[src/rtl/piano_pkg.sv]
// piano_pkg: key FSM encoding, note one-hot constants and default timing for the piano front end.
package piano_pkg;
  typedef enum logic [1:0] {
    IDLE      = 2'd0,
    PRESS_FLT = 2'd1,
    DOWN      = 2'd2,
    REL_FLT   = 2'd3
  } key_state_t;
  localparam logic [3:0] DO = 4'b0001;
  localparam logic [3:0] RE = 4'b0010;
  localparam logic [3:0] MI = 4'b0100;
  localparam logic [3:0] FA = 4'b1000;
  localparam logic [19:0] CNT_MAX_DEF = 20'd999_999;
  localparam logic [31:0] REPEAT_MAX_DEF = 32'd24_999_999;
  function automatic logic [3:0] lowest_set(input logic [3:0] v);
    return v & (~v + 4'd1);
  endfunction
endpackage

[src/rtl/key_debounce.sv]
// key_debounce: one active-low button, 2-flop synchroniser, debounce FSM, optional auto-repeat.
// Auto-repeat is built only when KEY_REPEAT_EN is defined.
module key_debounce import piano_pkg::*; #(
  parameter logic [19:0] CNT_MAX    = CNT_MAX_DEF,
  parameter logic [31:0] REPEAT_MAX = REPEAT_MAX_DEF
) (
  input  logic clk,
  input  logic rst_n,
  input  logic i_key,
  output logic o_press_req,
  output logic o_level_nxt
);
  logic [1:0] r_sync;
  key_state_t r_state, w_state_nxt;
  logic [19:0] r_cnt, w_cnt_nxt;
  logic w_s, w_confirm;
  assign w_s = r_sync[1];
  always_ff @(posedge clk or negedge rst_n)
    if (!rst_n) begin
      r_sync  <= 2'b11;
      r_state <= IDLE;
      r_cnt   <= '0;
    end else begin
      r_sync  <= {r_sync[0], i_key};
      r_state <= w_state_nxt;
      r_cnt   <= w_cnt_nxt;
    end
  always_comb begin
    w_state_nxt = r_state;
    w_cnt_nxt   = r_cnt;
    w_confirm   = 1'b0;
    case (r_state)
      IDLE:
        if (!w_s) begin
          w_state_nxt = PRESS_FLT;
          w_cnt_nxt   = '0;
        end
      PRESS_FLT:
        if (w_s) begin
          w_state_nxt = IDLE;
          w_cnt_nxt   = '0;
        end else if (r_cnt == CNT_MAX) begin
          w_state_nxt = DOWN;
          w_confirm   = 1'b1;
        end else w_cnt_nxt = r_cnt + 20'd1;
      DOWN:
        if (w_s) begin
          w_state_nxt = REL_FLT;
          w_cnt_nxt   = '0;
        end
      default:
        if (!w_s) w_state_nxt = DOWN;
        else if (r_cnt == CNT_MAX) w_state_nxt = IDLE;
        else w_cnt_nxt = r_cnt + 20'd1;
    endcase
  end
  // Level follows the next state so the top register updates on the confirming edge.
  assign o_level_nxt = w_state_nxt[1];
`ifdef KEY_REPEAT_EN
  logic [31:0] r_rpt;
  logic w_rpt_hit;
  assign w_rpt_hit = (r_state == DOWN) && !w_s && (r_rpt == REPEAT_MAX);
  always_ff @(posedge clk or negedge rst_n)
    if (!rst_n) r_rpt <= '0;
    else r_rpt <= (r_state == DOWN && !w_s && !w_rpt_hit) ? r_rpt + 32'd1 : '0;
  assign o_press_req = w_confirm | w_rpt_hit;
`else
  logic w_unused_repeat;
  assign w_unused_repeat = ^REPEAT_MAX;
  assign o_press_req = w_confirm;
`endif
endmodule

[src/rtl/piano_key_scan.sv]
// piano_key_scan: four debounced piano keys, lowest-index one-hot press strobe plus held levels.
// Define KEY_REPEAT_EN to re-strobe held keys every REPEAT_MAX+1 cycles.
module piano_key_scan import piano_pkg::*; #(
  parameter logic [19:0] CNT_MAX    = CNT_MAX_DEF,
  parameter logic [31:0] REPEAT_MAX = REPEAT_MAX_DEF
) (
  input  logic       clk,
  input  logic       rst_n,
  input  logic [3:0] key_in,
  output logic [3:0] pianos,
  output logic [3:0] key_level
);
  logic [3:0] w_req, w_level_nxt;
  for (genvar i = 0; i < 4; i++) begin : g_key
    key_debounce #(.CNT_MAX(CNT_MAX), .REPEAT_MAX(REPEAT_MAX)) u_key (
      .clk        (clk),
      .rst_n      (rst_n),
      .i_key      (key_in[i]),
      .o_press_req(w_req[i]),
      .o_level_nxt(w_level_nxt[i])
    );
  end
  always_ff @(posedge clk or negedge rst_n)
    if (!rst_n) begin
      pianos    <= '0;
      key_level <= '0;
    end else begin
      pianos    <= lowest_set(w_req);
      key_level <= w_level_nxt;
    end
endmodule

[config.mk]
export PLATFORM = sky130hd
export DESIGN_NAME = piano_key_scan
export DESIGN_NICKNAME = d
export VERILOG_FILES = /design/src/rtl/piano_pkg.sv /design/src/rtl/key_debounce.sv /design/src/rtl/piano_key_scan.sv
export SDC_FILE = /design/constraint.sdc
export NUM_CORES = 1
export LEC_CHECK = 0
export CAP_MARGIN = 10
export CORE_ASPECT_RATIO = 0.5
export CORE_MARGIN = 10
export CORE_UTILIZATION = 40
export CTS_BUF_LIST = sky130_fd_sc_hd__clkbuf_2
export CTS_CLUSTER_DIAMETER = 50
export DETAILED_ROUTE_END_ITERATION = 7
export SLEW_MARGIN = 10
export SYNTH_ARGS = -nofsm -noshare
export SYNTH_HDL_FRONTEND = slang
export SYNTH_SLANG_ARGS = --single-unit
[constraint.sdc]
create_clock -name clk -period 4.05 [get_ports clk]
set_clock_uncertainty 0.15 [all_clocks]
set_input_delay 0.81 -clock clk [delete_from_list [all_inputs] [get_ports clk]]
set_output_delay 0.81 -clock clk [all_outputs]
set_load 0.03 [all_outputs]
* Yosys cells after proc, flatten, opt, wreduce, memory -nomap -nowiden
Index checks and enable logic that the tools add are counted.
** Storage, ports and cells
- Register bits :: 104
- Input bits :: 6
- Logic and storage cells :: 133
** Cells by class
- $add $sub $neg :: 5
- Equality and inequality tests :: 28
- Mux-type cells :: 64
- Bitwise operators :: 2
- Reductions and logical operators :: 16
** Operators with widths (number)
- $mux W20 :: 20
- $pmux W20 S3 :: 4
- $add A20 B1 Y20 const B :: 4
- $eq A20 B20 Y1 const B :: 4
- $mux W2 :: 24
- $pmux W2 S3 :: 4
- $ne A4 B4 Y1 const B :: 4
- $reduce_and A4 Y1 :: 4
- $mux W1 :: 12
- $ne A3 B1 Y1 const B :: 4
- $reduce_and A3 Y1 :: 4
- $reduce_bool A3 Y1 :: 4
- $eq A2 B1 Y1 const B :: 4
- $eq A2 B2 Y1 const B :: 4
- $logic_not A2 Y1 :: 4
- $ne A2 B1 Y1 const B :: 4
- $ne A2 B2 Y1 const B :: 4
- $add A4 B1 Y4 const B :: 1
- $and A4 B4 Y4 :: 1
- $not A4 Y4 :: 1

* Longest topological paths before layout
Gate-level depths: netlist (run 1).
- Depth in word-level cells :: 7
- Depth in mapped cells :: 9

* Modules after synthesis
A second synthesis (run 1) with hierarchy kept.
** Second synthesis, totals
- Cells, all modules :: 615
- Area, all modules :: 6002.0 µm²
** By module, submodules not included
- key_debounce :: times used 4, cells each 151, area each 1442.6 µm²
- piano_key_scan :: times used 1, cells each 11, area each 231.5 µm²

* Least setup slack after synthesis (run 1)
No wires, ideal clock.
- Path type :: register -> register
- Start point :: register key_level[1] (netlist name)
- End point :: register g_key[1].u_key.r_cnt[13]
- Setup time :: 0.066 ns
- Arrival :: 1.923 ns
- Data required time :: 3.834 ns
- Path slack :: 1.911 ns
- Cell stages (with the launch flop) :: 8
- Buffers on the path :: 0
- Cell sequence :: dfrtp_1 > inv_1 > ha_1 > or2b_1 > o31a_1 > a211o_1 > or4_1 > nand2_1
** RTL lines
- end signal: assignment :: line key_debounce.sv:26 : r_cnt <= w_cnt_nxt;
- end: declaration :: line key_debounce.sv:15 : logic [19:0] r_cnt, w_cnt_nxt;

* Worst setup path after layout (run 1)
- Start point :: register key_level[2]
- End point :: output key_level[2]
** RTL lines
- start: declaration :: line piano_key_scan.sv:11 : output logic [3:0] key_level
- start signal: assignment :: line piano_key_scan.sv:29 : key_level <= w_level_nxt;
No word-level cell between the ends.

==> results of run 1 <==
## through the flow
step	area, um^2	setup WS, ps	utilization [%]	hold WS, ps	instances
2_1_floorplan	5900	1910	-	195	630
3_3_place_gp	6190	1530	42.8	197	821
3_5_place_dp	6190	1460	42.8	197	821
4_1_cts	6300	1220	43.6	74.7	837
5_1_grt	6310	1160	43.6	80.0	838
6_report	6310	1270	43.6	84.4	838
## cells by family after synthesis
| group | count (synthesis) | synth area share (%) |
|---|---|---|
| and+or+nand+nor | 277 | 25.4 |
| AOI/OAI and AO/OA | 156 | 19.2 |
| DFF | 100 | 42.6 |
| buffers and inverters | 43 | 3.43 |
| xor gates and xnor gates | 30 | 4.45 |
| adders and majority gates | 20 | 4.24 |
| muxes | 4 | 0.678 |
## sequential cells by signal (all words and copies together), names as in the netlist
signal and flops:
key_level 4, g_key.u_key.r_cnt 80, g_key.u_key.r_sync 8, g_key.u_key.r_state 4
pianos 4
## worst max path at each step
stage / endpoint / cells past startpoint / slack, ps / start
2_1_floorplan: g_key[1].u_key.r_cnt[13] / 7 / 1910 / key_level[1]
3_3_place_gp: g_key[1].u_key.r_cnt[13] / 7 / 1530 / key_level[1]
3_5_place_dp: g_key[1].u_key.r_cnt[4] / 7 / 1460 / key_level[1]
4_1_cts: key_level[2] / 1 / 1220 / key_level[2]
5_1_grt: key_level[2] / 1 / 1160 / key_level[2]
6_report: key_level[2] / 1 / 1270 / key_level[2]
## cells in the final DEF (no fill, tap or decap), types with 8 or more instances in the layout
master,count
ha_1,20
a21oi_1,27
nand4_1,24
dfrtp_1,92
nor2_1,56
o211ai_1,11
xnor2_1,16
nor3_1,20
dfstp_2,8
nand2_1,51
nand2b_1,8
inv_1,18
nor4_1,12
or3_1,8
o21ai_0,40
nand3_1,39
clkbuf_2,9
xor2_1,14
clkdlybuf4s50_1,12
and3_1,15
o31ai_1,9
## where the power goes
group          leakage (nW)  switching, W  internal, W  total, W
clock network        0.0735      0.000350     0.000141  0.000491
registers              1.36     0.0000762      0.00106   0.00114
logic                  1.13      0.000514     0.000263  0.000777
## metal layers
| metal | vias to the layer above | part of all wire [%] | wire, um | GRT usage (%) |
|---|---|---|---|---|
| li1 | 2379 | - | - | - |
| met1 | 2340 | 51 | 6560 | 17.8 |
| met2 | 61 | 45 | 5720 | 20.0 |
| met3 | 10 | 3.1 | 396 | 2.61 |
| met4 | 0 | 0.89 | 114 | 3.33 |
| met5 | - | 0 | 0 | 0 |
## Yosys cell counts (7+ instances only)
cell / number / area share (%)
buf_2: 8 / 0.68
inv_1: 18 / 1.1
dfrtp_1: 92 / 39
clkbuf_1: 9 / 0.57
nand2b_1: 8 / 0.85
a21oi_1: 27 / 2.3
nor4_1: 12 / 1.3
nand2_1: 51 / 3.2
nor3_1: 20 / 1.7
dfstp_2: 8 / 3.6
nor2_1: 56 / 3.6
and2_1: 7 / 0.74
a211oi_1: 7 / 0.89
nand3_1: 39 / 3.3
o211ai_1: 11 / 1.4
xor2_1: 14 / 2.1
o41ai_1: 7 / 1.0
nand4_1: 24 / 2.5
o31ai_1: 9 / 1.1
ha_1: 20 / 4.2
xnor2_1: 16 / 2.4
or3_1: 8 / 0.85
and4_1: 7 / 1.0
o21ai_0: 40 / 3.4
and3_1: 15 / 1.6
## layout make-up
type | count | area (um^2) | area share [%]
multi-input cells | 487 | 3190 | 50.5
diodes | 1 | 2.50 | 0.0397
clock inverters | 7 | 66.3 | 1.05
flip-flops and latches | 100 | 2510 | 39.8
inverters | 18 | 67.6 | 1.07
repair buffers | 18 | 178 | 2.82
well taps | 198 | 248 | 3.93
clock buffers | 9 | 45.0 | 0.714
==> qor.yml, run 1 <==
max-cap-violations: 0
crit_type: "register to primary output"
dr.pass1.iters: 4
worstPathArrival_ps: 1820
io_pins: 14
synth_area_per_cell_um2: 9.37
grt_remaining_overflow: 0
path_cells: "clkdlybuf4s50_1"
postCtsSetupBuffers: 0
r2r-start: "key_level[1]"
core_area_um2: 14500
period_needed_ps: 2780
nNetsFinal: 660
port_buffers: 13
track_usage_pct: 12.8
critical_path.max_fanout: 6
crit_buf_inv: 1
cts_htree_levels: 3
die_w_um: 192
r2r_end: "g_key[1].u_key.r_cnt[13]"
tightestPinTransition_ps: 1010
async_flop_share_pct: 100
leakagePower_nw: 2.56
cts_resized: 0
vias: 4790
cts_buffer_depth: 2
p_per_area_nw_per_um2: 381
cts_made_buffers: 9
cts_tree: "done"
yosysSeqAreaShare_pct: 42.6
cts_num_sinks: 100
setup_violations: 0
r2r_slack_ps: 1410
hold_class: "input port to asynchronous set/reset pin"
antenna_found_initial: 1
antenna_left: 0
clkTransAtPathRegs_ps: 290
hpwl_um: 8700
drt_wl_total_um: 12800
grt_pass1_wl_um: 22300
clock_latency_ps: 580
rsz0062_at_grt: "false"
critPathSlowestCell: "clkdlybuf4s50_1"
reg2reg_depth: 7
die_h_um: 106
synth_flop_cell: "dfrtp_1"
route.detailed.wl_per_inst_um: 15.3
finalPower_w: 0.00241
cts_root_buf: "clkbuf_2"
synth_nets: 656
critical_path_required_ps: 3090
hold_violations: 0
syn_inst: 630
slowest_delay_ps: 740
finalWeightedCongestion: 0.791
ir_worst_vdd_mv: 0.196
status: "completed"
synth-seq-cells: 100
ys_warn_count: 0
drive_gt1_share_pct: 7.98
synth_cell_type_count: 71
syn_to_final_growth_pct: 6.85
via_per_inst: 5.72
synth-edff-count: 0
synthesis.area_um2: 5900
first_iter_violations: 265
start_util_pct: 40.8
grt_pass1_vias: 4647
drv_slew: 0
die_area_um2: 20300
fillers: 1421
end_kind: "primary output"
rows: 31
path_delay_family: "buffers and inverters"
fin_tns_setup_ps: 0
hold_buffers: 0
fin_crit_sh_pct: 68.6
grt_max_degree: 101
drc: 0
max_slew_margin_pct: 32.1
max_clock_freq_ghz: 0.360
critPathLaunchType: "register"
(Power assumes the default switching activity.)
==> inputs of run 2 (changes only) <==
clock period = 2.6 ns   (was 4.05 ns; I/O delays follow)
==> run 2 against run 1 <==
Net effect: critical path depth stayed put; register-to-register slack got worse by 1200 ps; sequential share of layout area down 0.65 points; largest cell class unchanged; core utilization grew 0.72 points; final area increased by 1.6%; non-clock buffer count grew 10; first-iteration DRC count grew 57%; combinational power rose by 63%; flip-flop and latch count did not move; final cell count up 1.1%; sequential power grew 55%; via count grew 1.1%.
==> qor.yml, run 2 (same netlist as run 1, synthesis figures left out) <==
reg2reg_depth: 6  # -1
start_util_pct: 40.8  # unchanged
die_area_um2: 20300  # unchanged
cts_buffer_depth: 2  # unchanged
core_area_um2: 14500  # unchanged
first_iter_violations: 415  # +57%
clkTransAtPathRegs_ps: 310  # +20 ps
drc: 0  # unchanged
die_h_um: 106  # unchanged
finalWeightedCongestion: 0.855  # +8.1%
sequentialPowerShare_pct: 45.9  # -1.4 points
max-cap-violations: 0  # unchanged
status: "completed"
postCtsSetupBuffers: 0  # unchanged
hold_end: "g_key[0].u_key.r_sync[0]"
tightestPinTransition_ps: 729  # -285 ps
clock_power_share_pct: 21.3  # +0.9 points
regMostFlops: "g_key.u_key.r_cnt"
rows: 31  # unchanged
startpoint: "key_level[3]"
p_sw_share_pct: 39.5  # +0.37 points
max_slew_margin_pct: 51.2  # +19 points
track_usage_pct: 13.1  # +0.28 points
r2r_end: "g_key[0].u_key.r_cnt[11]"
switchingPower_w: 0.00152  # +62%
critPathLaunchType: "register"
critical_path.max_fanout: 5  # -1
clock_latency_ps: 590  # about the same
rsz0062_at_grt: "false"
worstHoldStart: "key_in[0]"
drt_wl_total_um: 13000  # +1.2%
cts_root_buf: "clkbuf_2"
end_kind: "primary output"
grt_pass1_wl_um: 22600  # +1.2%
crit_type: "register to primary output"
route.detailed.wl_per_inst_um: 15.3  # +0.15%
antenna_left: 0  # unchanged
path_delay_family: "buffers and inverters"
layout_commonest_cell: "dfrtp_1"
reg_top3: "g_key.u_key.r_cnt x80, g_key.u_key.r_sync x8"
leakagePower_nw: 2.66  # +4.2%
cts_made_buffers: 9  # unchanged
setup_violations: 0  # unchanged
dpl_cell_area_um2: 6260  # +1.1%
grt_remaining_overflow: 0  # unchanged
path_cells: "clkdlybuf4s50_1"
port_buffers: 13  # unchanged
hold_class: "input port to register"
ir_worst_vdd_mv: 0.343  # +75%
hpwl_um: 9210  # +5.8%
cts_num_sinks: 100  # unchanged
grt_max_degree: 47  # -53%
drv_slew: 0  # unchanged
fin_crit_sh_pct: 94.1
r2r_slack_ps: 190  # -1220 ps
worstPathArrival_ps: 1780  # -40 ps
period_needed_ps: 2450
dr.pass1.iters: 4  # unchanged
antenna_found_initial: 0  # -1
nNetsFinal: 670  # +1.5%
combPwrFrac_pct: 32.8  # +0.5 points
fin_tns_setup_ps: 0  # unchanged
syn_to_final_growth_pct: 8.61
hold_violations: 0  # unchanged
critical_path_required_ps: 1930  # -1160 ps
largest_reg_flops: 80  # unchanged
p_int_w: 0.00234  # +59%
r2r-start: "key_level[0]"
n_antenna_cell: 0  # -1
final_cell_mix: "92 x dfrtp_1, 56 x nor2_1, 49 x nand2_1"
p_per_area_nw_per_um2: 602  # +58%
cts_tree: "done"
finish.instance_area_um2: 6410  # +1.6%
drive_gt1_share_pct: 9.71  # +1.7 points
grt_pass1_vias: 4613  # -0.73%
via_per_inst: 5.72  # about the same
die_w_um: 192  # unchanged
hold_depth: 1
io_pins: 14  # unchanged
vias: 4843  # +1.1%
cts_htree_levels: 3  # unchanged
max_clock_freq_ghz: 0.409
crit_buf_inv: 1  # unchanged
slowest_delay_ps: 720  # -20 ps
fillers: 1393  # -2.0%
critPathSlowestCell: "clkdlybuf4s50_1"
[run 2: changes by cell type in the layout (fill, tap and decap cells not counted), sizes merged]
cell and delta:
clkdlybuf4s50 -3, diode -1, dlygate4sd3 +1, buf +9, inv +1, dlymetal6s2s +3
clkinv -1
[run 2: worst max-delay path by stage]
stage,cells past startpoint,to
4_1_cts,1,key_level[2]
3_5_place_dp,7,g_key[0].u_key.r_cnt[5]
3_3_place_gp,7,g_key[2].u_key.r_cnt[2]
6_report,1,key_level[3]
5_1_grt,7,g_key[1].u_key.r_cnt[13]
2_1_floorplan,7,g_key[1].u_key.r_cnt[13]
[run 2: timing repair]
item	CTS	global route
hold endpoints to repair	40	0
resized for setup	0	5
endpoints found under the setup margin	0	5
hold buffers	1	0
[run 2: per-layer routing]
layer	vias to the layer above	routed length, um	global-route usage (%)
met2	79	5650	19.6
met4	0	90	3.22
met5	-	0	0
li1	2390	-	-
met3	6	499	3.20
met1	2368	6710	18.6
[run 2: cell type report]
class / instances / area, um^2 / share of cell area (%)
inverters: 18 / 67.6 / 1.05
repair buffers: 28 / 263 / 4.10
clock buffers: 9 / 45.0 / 0.703
multi-input cells: 487 / 3190 / 49.8
clock inverters: 7 / 82.6 / 1.29
flip-flops and latches: 100 / 2510 / 39.2
well taps: 198 / 248 / 3.86
[run 2: power by group through the flow]
stage	clock network [W]	logic [W]	registers, W
2_1_floorplan	0	0.000917	0.00176
3_3_place_gp	0	0.00123	0.00179
3_5_place_dp	0	0.00125	0.00179
4_1_cts	0.000851	0.00126	0.00177
5_1_grt	0.000927	0.00142	0.00179
6_report	0.000820	0.00127	0.00177
[run 2: through the flow]
step / instances / total power (W) / util [%] / setup slack (ps) / hold WS [ps]
finish: 847 / 0.00386 / 44.3 / 152 / 121
CTS: 847 / 0.00388 / 44.2 / 15.4 / 68.1
floorplan: 630 / 0.00268 / - / 461 / 74.4
global placement: 830 / 0.00302 / 43.3 / 273 / 196
detailed placement: 830 / 0.00304 / 43.3 / 251 / 200
global route: 847 / 0.00414 / 44.3 / 8.18 / 41.2
